<file path="src/rtl/dds_sched_pkg.sv">
// rtl/dds_sched_pkg.sv - command layout, field offsets and FSM state type for the DDS parameter scheduler
package dds_sched_pkg;

  localparam int CMD_W     = 160;
  localparam int EXEC_LSB  = 0;
  localparam int FREQ_LSB  = 64;
  localparam int PHASE_LSB = 112;
  localparam int AMP_LSB   = 126;
  localparam int AOFF_LSB  = 140;
  localparam int SYNC_BIT  = 154;
  localparam int RSVD_LSB  = 155;

  typedef struct packed {
    logic        sync;
    logic [13:0] amp_offset;
    logic [13:0] amp;
    logic [13:0] phase;
    logic [47:0] freq;
    logic [63:0] exec_time;
  } cmd_t;

  typedef enum logic [1:0] {ST_IDLE, ST_LOAD, ST_WAIT} state_t;

  function automatic cmd_t unpack_cmd(input logic [RSVD_LSB-1:0] w);
    cmd_t c;
    c.exec_time  = w[EXEC_LSB  +: 64];
    c.freq       = w[FREQ_LSB  +: 48];
    c.phase      = w[PHASE_LSB +: 14];
    c.amp        = w[AMP_LSB   +: 14];
    c.amp_offset = w[AOFF_LSB  +: 14];
    c.sync       = w[SYNC_BIT];
    return c;
  endfunction

endpackage

</file>
<file path="src/rtl/dds_cmd_fifo.sv">
// rtl/dds_cmd_fifo.sv - first-word-fall-through command FIFO with occupancy count
module dds_cmd_fifo #(
  parameter int WIDTH = 8,
  parameter int DEPTH = 8
) (
  input  logic                     clk,
  input  logic                     resetn,
  input  logic                     push,
  input  logic [WIDTH-1:0]         din,
  input  logic                     pop,
  output logic [WIDTH-1:0]         dout,
  output logic                     empty,
  output logic                     full,
  output logic [$clog2(DEPTH):0]   level
);

  localparam int AW = $clog2(DEPTH);
  localparam logic [AW:0] FULL_LVL = DEPTH[AW:0];

  logic [WIDTH-1:0] mem [DEPTH];
  logic [AW-1:0]    wr_ptr;
  logic [AW-1:0]    rd_ptr;
  logic             do_push;
  logic             do_pop;

  assign do_push = push && !full;
  assign do_pop  = pop && !empty;
  assign dout    = mem[rd_ptr];
  assign empty   = (level == '0);
  assign full    = (level == FULL_LVL);

  always_ff @(posedge clk) begin
    if (!resetn) begin
      wr_ptr <= '0;
      rd_ptr <= '0;
      level  <= '0;
    end else begin
      if (do_push) begin
        mem[wr_ptr] <= din;
        wr_ptr      <= wr_ptr + AW'(1);
      end
      if (do_pop) begin
        rd_ptr <= rd_ptr + AW'(1);
      end
      case ({do_push, do_pop})
        2'b10:   level <= level + (AW+1)'(1);
        2'b01:   level <= level - (AW+1)'(1);
        default: level <= level;
      endcase
    end
  end

endmodule

</file>
<file path="src/rtl/dds_param_scheduler.sv">
// rtl/dds_param_scheduler.sv - applies queued DDS parameter sets when the free-running timestamp reaches their exec_time
module dds_param_scheduler
  import dds_sched_pkg::*;
#(
  parameter int FIFO_DEPTH = 8
) (
  input  logic                          clk,
  input  logic                          resetn,
  input  logic                          run,
  input  logic [CMD_W-1:0]              s_axis_cmd_tdata,
  input  logic                          s_axis_cmd_tvalid,
  output logic                          s_axis_cmd_tready,
  output logic [63:0]                   timestamp,
  output logic [47:0]                   freq,
  output logic [13:0]                   phase,
  output logic [13:0]                   amp,
  output logic [13:0]                   amp_offset,
  output logic [63:0]                   time_offset,
  output logic                          cmd_applied,
  output logic                          late,
  output logic [15:0]                   late_count,
  output logic [$clog2(FIFO_DEPTH):0]   fifo_level
);

  state_t      state;
  state_t      state_nxt;
  cmd_t        cmd_in;
  cmd_t        head;
  cmd_t        hold;
  logic [63:0] ts_next;
  logic        fifo_empty;
  logic        fifo_full;
  logic        push;
  logic        pop;
  logic        load_hold;
  logic        apply;
  logic        is_late;
  logic        cmd_avail;
  logic        ready_en;
  logic        unused_reserved;

  assign unused_reserved   = ^s_axis_cmd_tdata[CMD_W-1:RSVD_LSB];
  assign cmd_in            = unpack_cmd(s_axis_cmd_tdata[RSVD_LSB-1:0]);
  assign s_axis_cmd_tready = ready_en && !fifo_full;
  assign push              = s_axis_cmd_tvalid && s_axis_cmd_tready;
  assign ts_next           = timestamp + {63'd0, run};
  assign is_late           = hold.exec_time < ts_next;
  // A command landing this cycle counts as available so back-to-back commands keep two-cycle spacing.
  assign cmd_avail         = !fifo_empty || push;

  dds_cmd_fifo #(
    .WIDTH ($bits(cmd_t)),
    .DEPTH (FIFO_DEPTH)
  ) u_fifo (
    .clk    (clk),
    .resetn (resetn),
    .push   (push),
    .din    (cmd_in),
    .pop    (pop),
    .dout   (head),
    .empty  (fifo_empty),
    .full   (fifo_full),
    .level  (fifo_level)
  );

  always_ff @(posedge clk) begin
    if (!resetn) state <= ST_IDLE;
    else         state <= state_nxt;
  end

  always_comb begin
    state_nxt = state;
    case (state)
      ST_IDLE: if (cmd_avail) state_nxt = ST_LOAD;
      ST_LOAD: state_nxt = ST_WAIT;
      ST_WAIT: if (apply) state_nxt = cmd_avail ? ST_LOAD : ST_IDLE;
      default: state_nxt = ST_IDLE;
    endcase
  end

  always_comb begin
    pop       = 1'b0;
    load_hold = 1'b0;
    apply     = 1'b0;
    case (state)
      ST_LOAD: begin
        pop       = 1'b1;
        load_hold = 1'b1;
      end
      ST_WAIT: apply = (hold.exec_time <= ts_next);
      default: ;
    endcase
  end

  // Parameters load with ts_next so they appear together with timestamp == exec_time.
  always_ff @(posedge clk) begin
    if (!resetn) begin
      ready_en    <= 1'b0;
      timestamp   <= '0;
      hold        <= '0;
      freq        <= '0;
      phase       <= '0;
      amp         <= '0;
      amp_offset  <= '0;
      time_offset <= '0;
      cmd_applied <= 1'b0;
      late        <= 1'b0;
      late_count  <= '0;
    end else begin
      ready_en    <= 1'b1;
      timestamp   <= ts_next;
      cmd_applied <= apply;
      late        <= apply && is_late;
      if (load_hold) hold <= head;
      if (apply) begin
        freq       <= hold.freq;
        phase      <= hold.phase;
        amp        <= hold.amp;
        amp_offset <= hold.amp_offset;
        if (hold.sync) time_offset <= hold.exec_time;
        if (is_late && late_count != 16'hFFFF) late_count <= late_count + 16'd1;
      end
    end
  end

endmodule

</file>
<file path="config.mk">
export PLATFORM = sky130hd
export DESIGN_NAME = dds_param_scheduler
export DESIGN_NICKNAME = d
export VERILOG_FILES = /design/src/rtl/dds_sched_pkg.sv /design/src/rtl/dds_cmd_fifo.sv /design/src/rtl/dds_param_scheduler.sv
export SDC_FILE = /design/constraint.sdc
export NUM_CORES = 2
export LEC_CHECK = 0
export CORE_MARGIN = 2
export CORE_UTILIZATION = 51
export DETAILED_ROUTE_END_ITERATION = 12
export GPL_TIMING_DRIVEN = 0
export PLACE_DENSITY_LB_ADDON = 0.05
export SLEW_MARGIN = 5
export SYNTH_ARGS = -nofsm -noshare
export SYNTH_HDL_FRONTEND = slang
export SYNTH_SLANG_ARGS = --single-unit
</file>
<file path="constraint.sdc">
create_clock -name clk -period 20.7 [get_ports clk]
set_clock_uncertainty 0.15 [all_clocks]
set_input_delay 4.14 -clock clk [delete_from_list [all_inputs] [get_ports clk]]
set_output_delay 4.14 -clock clk [all_outputs]
set_load 0.01 [all_outputs]
</file>
==> results.toml <==
[route]
drt_iter0_drc = 3177
viasPerCell = 5.71
drt-met1-wl_mm = 68.1
wl_per_cell_um = 26.7
met2_length_mm = 79.9
top_layer = "met5"
drt.antenna.violating_nets = 0
drc = 0
wl_mm = 164
first_pass_iters = 6
num_vias = 35000
wl_met3_mm = 11.8

[synth]
syn-num-nets = 3887
async_flop_share_pct = 0
ys_seq_area_share_pct = 72.0
ys_types = 53
syn-cell-area_mm2 = 0.0630
synthCells = 3650
ys_seq_elements = 1644
synth_flop_cell = "edfxtp_1"
syn_area_per_cell_um2 = 17.3
synth_edf_count = 1240
yosys_warnings = 0

[sta]
setup_viol = 0
finalWorstPathRequiredPeriod_ps = 9880
max-slew-margin-rel_pct = 6.53
setup_tns_ps = 0
hold_viol_final = 0
clock.fmax_mhz = 101
worst_pin_slew_ps = 1400
period_share_pct = 47.7
setup_ws_ps = 10820
rsz0062_at_grt = "no"
drv_slew = 0

[pwr]
powerDensity_mw_per_mm2 = 96.6
vdd_drop_max_v = 0.0000869
power_leakage_nw = 24.0

[cts]
clkLatencyLatePin_ps = 770
cts.clk_slew.worst_paths_ps = 60
postCtsResizedCells = 0
clockRootBuffer = "clkbuf_16"
clock_sinks = 1644
cts_tree = "yes"
htree_levels = 4
ctsHoldBuffers = 0
clock_path_buffers = 3
cts_made_buffers = 169
postCtsSetupBuffers = 0

[setup_path]
end_kind = "register"
worstPathRequired_ps = 21230
startpoint_type = "primary input"
critical_path_class = "primary input to register"
cp.arrival_ps = 10410
cp_max_fo = 10

[placed_design]
gp_congestion = 0.813
port_buffers = 399
place_ws_ps = 9870
dp_hpwl_mm = 113

[global_routing]
gr-total-overflow = 0
grt_use_total_pct = 26.0
grt_pass1_wl_mm = 239
grt_max_degree = 23
grt_antenna_before_repair = 29
grt_pass1_vias = 35100

[hold_path]
hold_class = "register to register"

[finish]
nets = 4582
area_growth_pct = 21.3
drive_above_1_share_pct = 17.0
fillers = 8989

[flow_run]
cap_violations = 0

[floorplanning]
die_h_um = 355
num_rows = 128
dieArea_mm2 = 0.126
start_util_pct = 51.5
core_area_mm2 = 0.122
die_x_um = 355
boundaryPins = 405

[status]
status = "finished clean"
-- final timing paths --
kind | startpoint | to | slack [ps] | cells after the start
min reg2reg | time_offset[18] | time_offset[18] | 300 | 2
max | run | time_offset[21] | 10820 | 17
max reg2reg | timestamp[13] | time_offset[21] | 14130 | 16
min | time_offset[18] | time_offset[18] | 300 | 2
-- area by class of cell --
type                            instances  area [µm²]  share of cell area [%]
Sequential cell                      1644       45300                    59.3
Buffer                                202         918                    1.20
Antenna cell                            9        22.5                  0.0295
Inverter                               18        67.6                  0.0884
Tap cell                             1625        2030                    2.66
Clock inverter                         65         798                    1.04
Timing Repair Buffer                  524        5640                    7.38
Multi-Input combinational cell       1786       16700                    21.9
Clock buffer                          250        4890                    6.40
-- placed cells by master (no fill, tap or decap), types with 6 or more instances in the layout --
| master | Yosys | routed |
|---|---|---|
| clkbuf_2 | 0 | 7 |
| inv_1 | 17 | 17 |
| clkbuf_16 | 0 | 173 |
| clkbuf_8 | 0 | 27 |
| o211ai_1 | 6 | 6 |
| buf_1 | 23 | 23 |
| nor4_1 | 6 | 6 |
| nor2_1 | 272 | 268 |
| buf_4 | 0 | 38 |
| mux2i_1 | 314 | 314 |
| a211oi_1 | 156 | 156 |
| nand2b_1 | 8 | 8 |
| nor2_4 | 2 | 6 |
| nor3_1 | 16 | 12 |
| xnor2_1 | 40 | 40 |
| diode_2 | 0 | 9 |
| clkbuf_1 | 133 | 176 |
| xor2_1 | 30 | 30 |
| and3_1 | 18 | 18 |
| buf_6 | 15 | 66 |
| dfxtp_1 | 404 | 404 |
| clkinv_1 | 1 | 15 |
| clkdlybuf4s50_1 | 0 | 399 |
| buf_16 | 0 | 11 |
| nand3_1 | 34 | 34 |
| mux4_2 | 310 | 310 |
| a21oi_1 | 39 | 39 |
| clkinv_2 | 0 | 24 |
| bufinv_16 | 0 | 17 |
| buf_12 | 0 | 21 |
| nand2_1 | 374 | 374 |
| nand4_1 | 20 | 20 |
| edfxtp_1 | 1240 | 1240 |
| o21ai_0 | 12 | 12 |
| ha_1 | 72 | 72 |
| buf_2 | 31 | 31 |
-- cells by family after synthesis --
group,count (synthesis),share of synthesized area [%]
DFF,1644,72.0
and+or+nand+nor,784,5.30
muxes,624,16.1
AOI/OAI and AO/OA,235,2.66
buffers and inverters,220,1.55
adders and majority gates,73,1.46
xor gates and xnor gates,70,0.974
-- sequential cells by signal, summed over array words and instances, names as in the netlist --
register / count
amp: 14
amp_offset: 14
cmd_applied: 1
freq: 48
hold: 155
late: 1
late_count: 16
phase: 14
ready_en: 1
state: 2
time_offset: 64
timestamp: 64
u_fifo.level: 4
u_fifo.mem: 1240
u_fifo.rd_ptr: 3
u_fifo.wr_ptr: 3
-- stage by stage --
| step | util (%) | hold slack (ps) | power (W) | std cells | cell area, µm² |
|---|---|---|---|---|---|
| 2_1_floorplan | - | 279 | 0.00411 | 3650 | 63000 |
| 3_3_place_gp | 56.5 | 293 | 0.00437 | 5674 | 69000 |
| 3_5_place_dp | 57.9 | 296 | 0.00437 | 5799 | 70700 |
| 4_1_cts | 62.5 | 308 | 0.00744 | 6114 | 76400 |
| 5_1_grt | 62.5 | 323 | 0.00764 | 6117 | 76400 |
| 6_report | 62.5 | 304 | 0.00738 | 6123 | 76400 |
-- critical path: stages --
cell and delay, ps:
clkdlybuf4s50_1 480, ha_1 250, ha_1 320, nand4_2 330, nor4_4 650, nand4_2 470, nor3_1 310, xnor2_1 140
ha_1 300, nand4_2 180, nor4_2 630, nand3_1 410, nand3b_4 300, a2bb2oi_4 230, nor2_4 700, buf_6 300
mux2i_1 200
-- layer usage --
metal | vias to the layer above | track usage, %
li1 | 15600 | -
met1 | 18000 | 35.8
met2 | 1158 | 42.5
met3 | 244 | 5.52
met4 | 38 | 6.75
met5 | - | 0
-- synth_stat cells, types with 23 or more instances --
| cell | count | area, µm² |
|---|---|---|
| a211oi_1 | 156 | 1170 |
| a21oi_1 | 39 | 195 |
| buf_1 | 23 | 86.3 |
| buf_2 | 31 | 155 |
| clkbuf_1 | 133 | 499 |
| dfxtp_1 | 404 | 8090 |
| edfxtp_1 | 1240 | 37200 |
| ha_1 | 72 | 901 |
| mux2i_1 | 314 | 3140 |
| mux4_2 | 310 | 6980 |
| nand2_1 | 374 | 1400 |
| nand3_1 | 34 | 170 |
| nor2_1 | 272 | 1020 |
| xnor2_1 | 40 | 350 |
| xor2_1 | 30 | 263 |
-- power by group --
group          leakage [nW]  internal, W  switching (W)
Combinational          6.80     0.000250       0.000369
Sequential             14.4      0.00362      0.0000582
Clock                  2.79      0.00185        0.00124
Power figures use the tool's default switching activity.
